### config.mk
export PLATFORM = sky130hd
export DESIGN_NAME = mem_arbiter
export DESIGN_NICKNAME = d
export VERILOG_FILES = /design/src/rtl/mem_arb_pkg.sv /design/src/rtl/mem_arb_pick.sv /design/src/rtl/mem_arbiter.sv
export SDC_FILE = /design/constraint.sdc
export NUM_CORES = 1
export LEC_CHECK = 0
export BUFFER_PORTS_ARGS = -buffer_cell sky130_fd_sc_hd__buf_2
export CAP_MARGIN = 30
export CORE_MARGIN = 2
export CORE_UTILIZATION = 30
export CTS_CLUSTER_SIZE = 20
export DETAILED_ROUTE_END_ITERATION = 12
export PLACE_DENSITY = 0.64
export SYNTH_ARGS = -nofsm -noshare
export SYNTH_HDL_FRONTEND = slang
export SYNTH_SLANG_ARGS = --single-unit
### constraint.sdc
create_clock -name clk -period 6.02 [get_ports clk]
set_clock_uncertainty 0.1 [all_clocks]
set_input_delay 1.204 -clock clk [delete_from_list [all_inputs] [get_ports clk]]
set_output_delay 1.204 -clock clk [all_outputs]
set_load 0.01 [all_outputs]
### src/rtl/mem_arb_pkg.sv
// Shared encodings for the two-port RAM arbiter: FSM states, port select
// values and the supported RAM read-latency range.
package mem_arb_pkg;

  typedef enum logic [1:0] {
    IDLE   = 2'd0,
    ACCESS = 2'd1,
    WAIT   = 2'd2,
    DONE   = 2'd3
  } state_e;

  typedef enum logic {
    PORT_CPU = 1'b0,
    PORT_DMA = 1'b1
  } port_e;

  localparam int RD_LAT_MIN = 1;
  localparam int RD_LAT_MAX = 4;
  // Wide enough to count up to the slowest supported RAM.
  localparam int WCNT_W     = $clog2(RD_LAT_MAX + 1);

endpackage

### src/rtl/mem_arb_pick.sv
// Combinational winner selection between the CPU and DMA requests; on a tie
// the port that did not win last time is chosen.
module mem_arb_pick
  import mem_arb_pkg::*;
(
  input  logic cpu_req_i,
  input  logic dma_req_i,
  input  logic last_winner_i,
  output logic pick_o
);

  always_comb begin
    pick_o = PORT_CPU;
    if (cpu_req_i && dma_req_i) begin
      pick_o = (last_winner_i == PORT_CPU) ? PORT_DMA : PORT_CPU;
    end else if (dma_req_i) begin
      pick_o = PORT_DMA;
    end
  end

endmodule

### src/rtl/mem_arbiter.sv
// Single-port RAM arbiter for a CPU and a DMA/loader port, one transaction at a
// time. Define MEM_ARB_ROUND_ROBIN_EN for round-robin ties; default is CPU priority.
module mem_arbiter
  import mem_arb_pkg::*;
#(
  parameter int ADDR_W = 9,
  parameter int DATA_W = 32,
  parameter int RD_LAT = 1
) (
  input  logic              clk,
  input  logic              rst,
  input  logic              cpu_req_i,
  input  logic              cpu_we_i,
  input  logic [ADDR_W-1:0] cpu_addr_i,
  input  logic [DATA_W-1:0] cpu_wdata_i,
  output logic              cpu_gnt_o,
  output logic              cpu_done_o,
  output logic [DATA_W-1:0] cpu_rdata_o,
  input  logic              dma_req_i,
  input  logic              dma_we_i,
  input  logic [ADDR_W-1:0] dma_addr_i,
  input  logic [DATA_W-1:0] dma_wdata_i,
  output logic              dma_gnt_o,
  output logic              dma_done_o,
  output logic [DATA_W-1:0] dma_rdata_o,
  output logic [ADDR_W-1:0] ram_addr_o,
  output logic [DATA_W-1:0] ram_wdata_o,
  output logic              ram_we_o,
  input  logic [DATA_W-1:0] ram_rdata_i
);

  state_e              state_q, state_d;
  logic [WCNT_W-1:0]   wcnt_q, wcnt_d;
  logic                we_q, we_d;
  logic                winner_q, winner_d;
  logic [ADDR_W-1:0]   ram_addr_q, ram_addr_d;
  logic [DATA_W-1:0]   ram_wdata_q, ram_wdata_d;
  logic                ram_we_q, ram_we_d;
  logic                cpu_gnt_q, cpu_gnt_d, dma_gnt_q, dma_gnt_d;
  logic                cpu_done_q, cpu_done_d, dma_done_q, dma_done_d;
  logic [DATA_W-1:0]   cpu_rdata_q, cpu_rdata_d, dma_rdata_q, dma_rdata_d;
  logic                last_winner, pick;

`ifdef MEM_ARB_ROUND_ROBIN_EN
  // The latched winner is updated only on ACCESS entry, so it is the last winner.
  assign last_winner = winner_q;
`else
  assign last_winner = PORT_DMA;
`endif

  mem_arb_pick u_pick (
    .cpu_req_i     (cpu_req_i),
    .dma_req_i     (dma_req_i),
    .last_winner_i (last_winner),
    .pick_o        (pick)
  );

  always_comb begin
    state_d     = state_q;
    wcnt_d      = wcnt_q;
    we_d        = we_q;
    winner_d    = winner_q;
    ram_addr_d  = ram_addr_q;
    ram_wdata_d = ram_wdata_q;
    cpu_rdata_d = cpu_rdata_q;
    dma_rdata_d = dma_rdata_q;
    case (state_q)
      IDLE: begin
        if (cpu_req_i || dma_req_i) begin
          state_d  = ACCESS;
          winner_d = pick;
          if (pick == PORT_DMA) begin
            we_d        = dma_we_i;
            ram_addr_d  = dma_addr_i;
            ram_wdata_d = dma_wdata_i;
          end else begin
            we_d        = cpu_we_i;
            ram_addr_d  = cpu_addr_i;
            ram_wdata_d = cpu_wdata_i;
          end
        end
      end
      ACCESS: begin
        wcnt_d = '0;
        if (we_q) begin
          state_d = DONE;
          // Writes report zero read data on their done pulse.
          if (winner_q == PORT_DMA) dma_rdata_d = '0;
          else                      cpu_rdata_d = '0;
        end else begin
          state_d = WAIT;
        end
      end
      WAIT: begin
        if (wcnt_q == WCNT_W'(RD_LAT - 1)) begin
          state_d = DONE;
          wcnt_d  = '0;
          if (winner_q == PORT_DMA) dma_rdata_d = ram_rdata_i;
          else                      cpu_rdata_d = ram_rdata_i;
        end else begin
          wcnt_d = wcnt_q + WCNT_W'(1);
        end
      end
      DONE:    state_d = IDLE;
      default: state_d = IDLE;
    endcase

    // Outputs are decoded from the next state so they register in step with it.
    cpu_gnt_d  = (state_d != IDLE) && (winner_d == PORT_CPU);
    dma_gnt_d  = (state_d != IDLE) && (winner_d == PORT_DMA);
    cpu_done_d = (state_d == DONE) && (winner_d == PORT_CPU);
    dma_done_d = (state_d == DONE) && (winner_d == PORT_DMA);
    ram_we_d   = (state_d == ACCESS) && we_d;
  end

  always_ff @(posedge clk or posedge rst) begin
    if (rst) begin
      state_q     <= IDLE;
      wcnt_q      <= '0;
      we_q        <= 1'b0;
      winner_q    <= PORT_DMA;
      ram_addr_q  <= '0;
      ram_wdata_q <= '0;
      ram_we_q    <= 1'b0;
      cpu_gnt_q   <= 1'b0;
      dma_gnt_q   <= 1'b0;
      cpu_done_q  <= 1'b0;
      dma_done_q  <= 1'b0;
      cpu_rdata_q <= '0;
      dma_rdata_q <= '0;
    end else begin
      state_q     <= state_d;
      wcnt_q      <= wcnt_d;
      we_q        <= we_d;
      winner_q    <= winner_d;
      ram_addr_q  <= ram_addr_d;
      ram_wdata_q <= ram_wdata_d;
      ram_we_q    <= ram_we_d;
      cpu_gnt_q   <= cpu_gnt_d;
      dma_gnt_q   <= dma_gnt_d;
      cpu_done_q  <= cpu_done_d;
      dma_done_q  <= dma_done_d;
      cpu_rdata_q <= cpu_rdata_d;
      dma_rdata_q <= dma_rdata_d;
    end
  end

  assign cpu_gnt_o   = cpu_gnt_q;
  assign dma_gnt_o   = dma_gnt_q;
  assign cpu_done_o  = cpu_done_q;
  assign dma_done_o  = dma_done_q;
  assign cpu_rdata_o = cpu_rdata_q;
  assign dma_rdata_o = dma_rdata_q;
  assign ram_addr_o  = ram_addr_q;
  assign ram_wdata_o = ram_wdata_q;
  assign ram_we_o    = ram_we_q;

endmodule

Word level (Yosys, flattened, before mapping) --
Index checks and enable logic that the tools add are counted.
Storage, ports and cells: register bits 117, bits of input ports 120
Cells by class: $add $sub $neg 1, equal/unequal tests 11, muxes and demuxes 25, bitwise operators 1, reduce and logical (&&, ||, !) cells 14
Operators by type and width (number):
- $mux 32 | 9
- $pmux 32 s2 | 2
- $ne 2x2->1 const B | 6
- $reduce_and 5->1 | 2
- $mux 9 | 1
- $mux 1 | 8
- $pmux 2 s4 | 1
- $eq 2x2->1 const B | 3
- $logic_and 1x1->1 | 6
- $pmux 3 s2 | 1
- $eq 2x1->1 const B | 2
- $mux 2 | 2
- $reduce_bool 2->1 | 2
- $add 3x1->3 const B | 1
- $logic_not 3->1 | 1
- $mux 3 | 1
- $logic_not 2->1 | 1
- $reduce_and 2->1 | 1
- $logic_or 1x1->1 | 1
- $not 1->1 | 1

Longest topological paths before layout --
depth in word-level cells 6, gate-level depth with buffers 7, mapped depth without buffers 5

Hierarchy --
A second synthesis with hierarchy kept.
Second synthesis, totals: cells, all modules 480, area, all modules 4992.3 um^2
By module, submodules not included:
- mem_arbiter | times used 1, cells an instance 479, area an instance 4981.0 um^2, sequential area each 2929.1 um^2
- mem_arb_pick | times used 1, cells an instance 1, area an instance 11.3 um^2, sequential area each 0.0 um^2

Worst setup path before layout --
OpenSTA, ideal clock, no wires.
path type input port to flip-flop, from input dma_req_i, to register dma_gnt_q (netlist: dma_gnt_o), setup time 135 ps, arrival time 2147 ps, data required time 5785 ps, path slack 3639 ps, stages on the path 3, buffers on the path 0, path through or4b_2 -> a21oi_1 -> nor3b_1
On the way: longest elaborated chain between the ends 5, elaborated cells between the ends (all ways) 10, classes of those cells mux: 6; reduce/logical: 4
RTL lines:
- start: declaration | RTL line mem_arbiter.sv:19 | input logic dma_req_i,
- $logic_or 1x1->1, or another cell as far along | RTL line mem_arbiter.sv:69 | if (cpu_req_i || dma_req_i) begin
- $mux 2 or $mux 1 (tied branches) | RTL line mem_arbiter.sv:69, mem_arb_pick.sv:14
- $pmux 2 s4 or $mux 1 (tied branches) | RTL line mem_arbiter.sv:67, mem_arbiter.sv:69
- $reduce_bool 2->1 or $mux 1 (tied branches) | RTL line mem_arbiter.sv:110, mem_arbiter.sv:67
- $logic_and 1x1->1 * | RTL line mem_arbiter.sv:110 | dma_gnt_d = (state_d != IDLE) && (winner_d == PORT_DMA);
- via dma_gnt_d | RTL line mem_arbiter.sv:39 | logic cpu_gnt_q, cpu_gnt_d, dma_gnt_q, dma_gnt_d;
- end signal: assignment | RTL line mem_arbiter.sv:140 | dma_gnt_q <= dma_gnt_d;
- end: declaration | RTL line mem_arbiter.sv:39
The timed path passes the listed nets; every way through them passes the cells marked *. A chain may end at the register's enable or synchronous reset.

Worst setup path in the final report --
from register state_q[0], to register dma_rdata_q[30] (netlist: dma_rdata_o[30])
On the way: longest elaborated chain between the ends 3, elaborated cells between the ends (all ways) 9, classes of those cells eq/ne: 6; mux: 1; reduce/logical: 2
RTL lines:
- start: declaration | RTL line mem_arbiter.sv:32 | state_e state_q, state_d;
- start signal: assignment | RTL line mem_arbiter.sv:132 | state_q <= state_d;
- $eq 2x2->1 or $eq 2x1->1 (tied branches) | RTL line mem_arbiter.sv:67 | case (state_q)
- $ne 2x2->1 (no line) or $reduce_bool 2->1 (tied branches)
- $reduce_and 5->1 (no line)
- end signal: assignment | RTL line mem_arbiter.sv:144 | dma_rdata_q <= dma_rdata_d;
- end: declaration | RTL line mem_arbiter.sv:41 | logic [DATA_W-1:0] cpu_rdata_q, cpu_rdata_d, dma_rdata_q, dma_rdata_d;
Several ways; a longest one is shown, not always the timed one.

==> flow_summary.toml <==
[run_status]
outcome = "complete, no violations"

[layout]
nNetsFinal = 767
final_cells = 878
fillers = 1642
finalCoreUtilization_pct = 41.9
antennaDiodeCount = 0
drive_gt1_share_pct = 51.1
areaGrowthSynthToFinish_pct = 37.3

[cts]
cts-root-buf = "clkbuf_16"
cts_setup_buffers = 0
clk_latency_ns = 0.41
cts_resized = 0
tritoncts = "yes"
clkTransAtPathRegs_ns = 0.06
htree_levels = 4
cts_hold_repair.buffers = 0
cts.sink_count = 117
cts_buffer_depth = 2
cts_made_buffers = 17

[min_path]
min_path_cells = 2
hp-start = "ram_wdata_o[24]"
hold_path_class = "reg2reg"

[synth]
synth_edf_count = 0
async_reset_ff_share_pct = 100
synth.area.top_cells = "dfrtp_1, mux2_4, mux2i_1, mux2_2, o21ai_0"
yosys-top-cells-count = "dfrtp_1, o21ai_0, nand2_1, mux2i_1, mux2_2"
syn_inst = 410
syn-num-nets = 536
yosys_warnings = 0
seq_area_frac_synth_pct = 55.6
synth.ff_latch_count = 117
netlist_area_mm2 = 0.00527
synth-main-ff-cell = "dfrtp_1"
avgSynthCellArea_um2 = 12.8
synth.distinct_cells = 35
synth_top_area_cell = "dfrtp_1"
synth_most_common_cell = "dfrtp_1"
netlist.area_leader.share_pct = 55.1

[timing]
hold_viol = 0
period_needed_ns = 2.71
rsz0062_at_grt = "false"
postLayoutSetupSlackWorst_ns = 3.31
worst_hold_slack_ns = 0.369
relSlewSlack_pct = 52.8
worstMarginPinSlew_ns = 0.708
setup_viol_count_final = 0
fmax_mhz = 369
period_share_pct = 45.0
drv_slew = 0
tns_ns = 0

[floorplanning]
die_h_um = 136
die_x_um = 136
die_area_mm2 = 0.0186
rows = 48
pin_count = 230
start_util_pct = 30.5
coreArea_mm2 = 0.0172

[critical_path]
crit_start = "state_q[0]"
cp.arrival_ns = 2.90
r2r_start = "state_q[0]"
cp_cell_sequence = "inv_1, ha_1, buf_4, o21ba_1, a2111oi_4, buf_4, mux2_2"
crit_type = "reg2reg"
r2r_cells = 7
cp-end-kind = "flip-flop"
cp_max_fo = 40
path_common_cell = "buf_4"
critPathMaxStageDelay_ns = 0.56
start_kind = "flip-flop"
slowest_stage = "buf_4"
crit_required_ns = 6.21

[placement]
dp.cells = 847
dp_hpwl_um = 9020
place_ws_ns = 2.96
port_buffers = 229
place_congestion = 0.738

[detailed_routing]
first_pass_iters = 4
vias = 3850
drt_wl_total_um = 12700
drc = 0
post_drt_wl_per_cell_um = 14.4
drtIter0Drc = 112
viasPerCell = 4.38
postRouteAntennaNets = 0

[global_route]
grt_max_degree = 83
grt_pass1_wl_um = 19800
grt_overflow = 0
grtUsageTotal_pct = 13.9
antenna_found_initial = 0
grt_pass1_vias = 3888

[power]
ir_drop_mv = 0.418
leakagePower_nw = 3.83
power.density_mw_per_mm2 = 524

[job]
drv_cap = 0
[per-layer routing]
| metal | global-route usage (%) | routed length [um] | part of all wire, % | vias to the layer above |
|---|---|---|---|---|
| met5 | 0 | 0 | 0 | - |
| met4 | 4.75 | 116 | 0.92 | 0 |
| met3 | 4.18 | 751 | 5.9 | 8 |
| met2 | 21.4 | 5950 | 47 | 133 |
| met1 | 18.4 | 5840 | 46 | 1823 |
| li1 | - | - | - | 1886 |
[path summary, 6_finish.rpt]
| path | endpoint | slack, ns |
|---|---|---|
| min reg2reg | ram_wdata_o[24] | 0.37 |
| max | dma_rdata_o[30] | 3.31 |
| max reg2reg | dma_rdata_o[30] | 3.31 |
| min in group asynchronous | cpu_rdata_o[4] | 0.74 |
| max in group asynchronous | cpu_rdata_o[9] | 4.17 |
| min | ram_wdata_o[24] | 0.37 |
[state kept, by name, summed over array words and instances, names as in the netlist, 2 cells and up]
register     cells
ram_wdata_o     32
cpu_rdata_o     32
wcnt_q           3
ram_addr_o       9
state_q          2
dma_rdata_o     32
[worst max-delay path, delay by kind of cell, from the launching register on]
family          cells  cell delay [ns]
buf+inv             3             0.92
flops               1             0.41
fa+ha+maj           1             0.20
compound gates      2             0.52
mux                 1             0.40
[cell usage in the layout (no fill, tap or decap), types with 2 or more instances in the layout]
| cell | synthesis | routed |
|---|---|---|
| a2111oi_4 | 2 | 2 |
| a21oi_1 | 3 | 3 |
| and2_1 | 32 | 32 |
| buf_2 | 6 | 229 |
| buf_4 | 0 | 6 |
| bufinv_16 | 0 | 3 |
| clkbuf_1 | 12 | 4 |
| clkbuf_16 | 0 | 17 |
| clkinv_2 | 0 | 3 |
| clkinvlp_4 | 0 | 2 |
| dfrtp_1 | 116 | 116 |
| ha_1 | 6 | 6 |
| inv_1 | 7 | 6 |
| mux2_2 | 33 | 33 |
| mux2_4 | 30 | 30 |
| mux2i_1 | 41 | 41 |
| nand2_1 | 42 | 42 |
| nand3_1 | 2 | 2 |
| nor2_1 | 2 | 2 |
| nor2b_1 | 3 | 2 |
| nor3_1 | 4 | 4 |
| nor3b_1 | 2 | 2 |
| nor4_1 | 2 | 2 |
| o21ai_0 | 44 | 44 |
[where the power goes]
group	internal [mW]	switching (mW)	leakage, nW	total [mW]
Combinational	0.747	0.846	2.03	1.59
Sequential	1.06	0.131	1.52	1.19
Clock	0.657	0.345	0.280	1.00
Total	2.47	1.32	3.83	3.79
[area by class of cell]
class	count	area [um2]	area share, %
tap	225	282	3.90
multi-input combinational	262	2190	30.2
timing repair buffer	236	1220	16.9
clock inverter	9	129	1.78
sequential	117	2930	40.5
clock buffer	22	454	6.28
inverter	7	28.8	0.398
[kinds of logic (layout without fill, tap and decap cells)]
group / Yosys count / count (layout) / synth area share, %
compound gates: 55 / 55 / 6.42
simple gates: 96 / 96 / 9.70
buf+inv: 31 / 274 / 3.21
mux: 105 / 105 / 23.6
flops: 117 / 117 / 55.6
fa+ha+maj: 6 / 6 / 1.43
[per-stage QoR]
stage / power, mW / instance area (um2)
2_1_floorplan: 2.37 / 5270
3_3_place_gp: 2.80 / 6620
3_5_place_dp: 2.82 / 6640
4_1_cts: 3.84 / 7230
5_1_grt: 4.06 / 7230
6_report: 3.79 / 7230
Power figures use the tool's default switching activity.
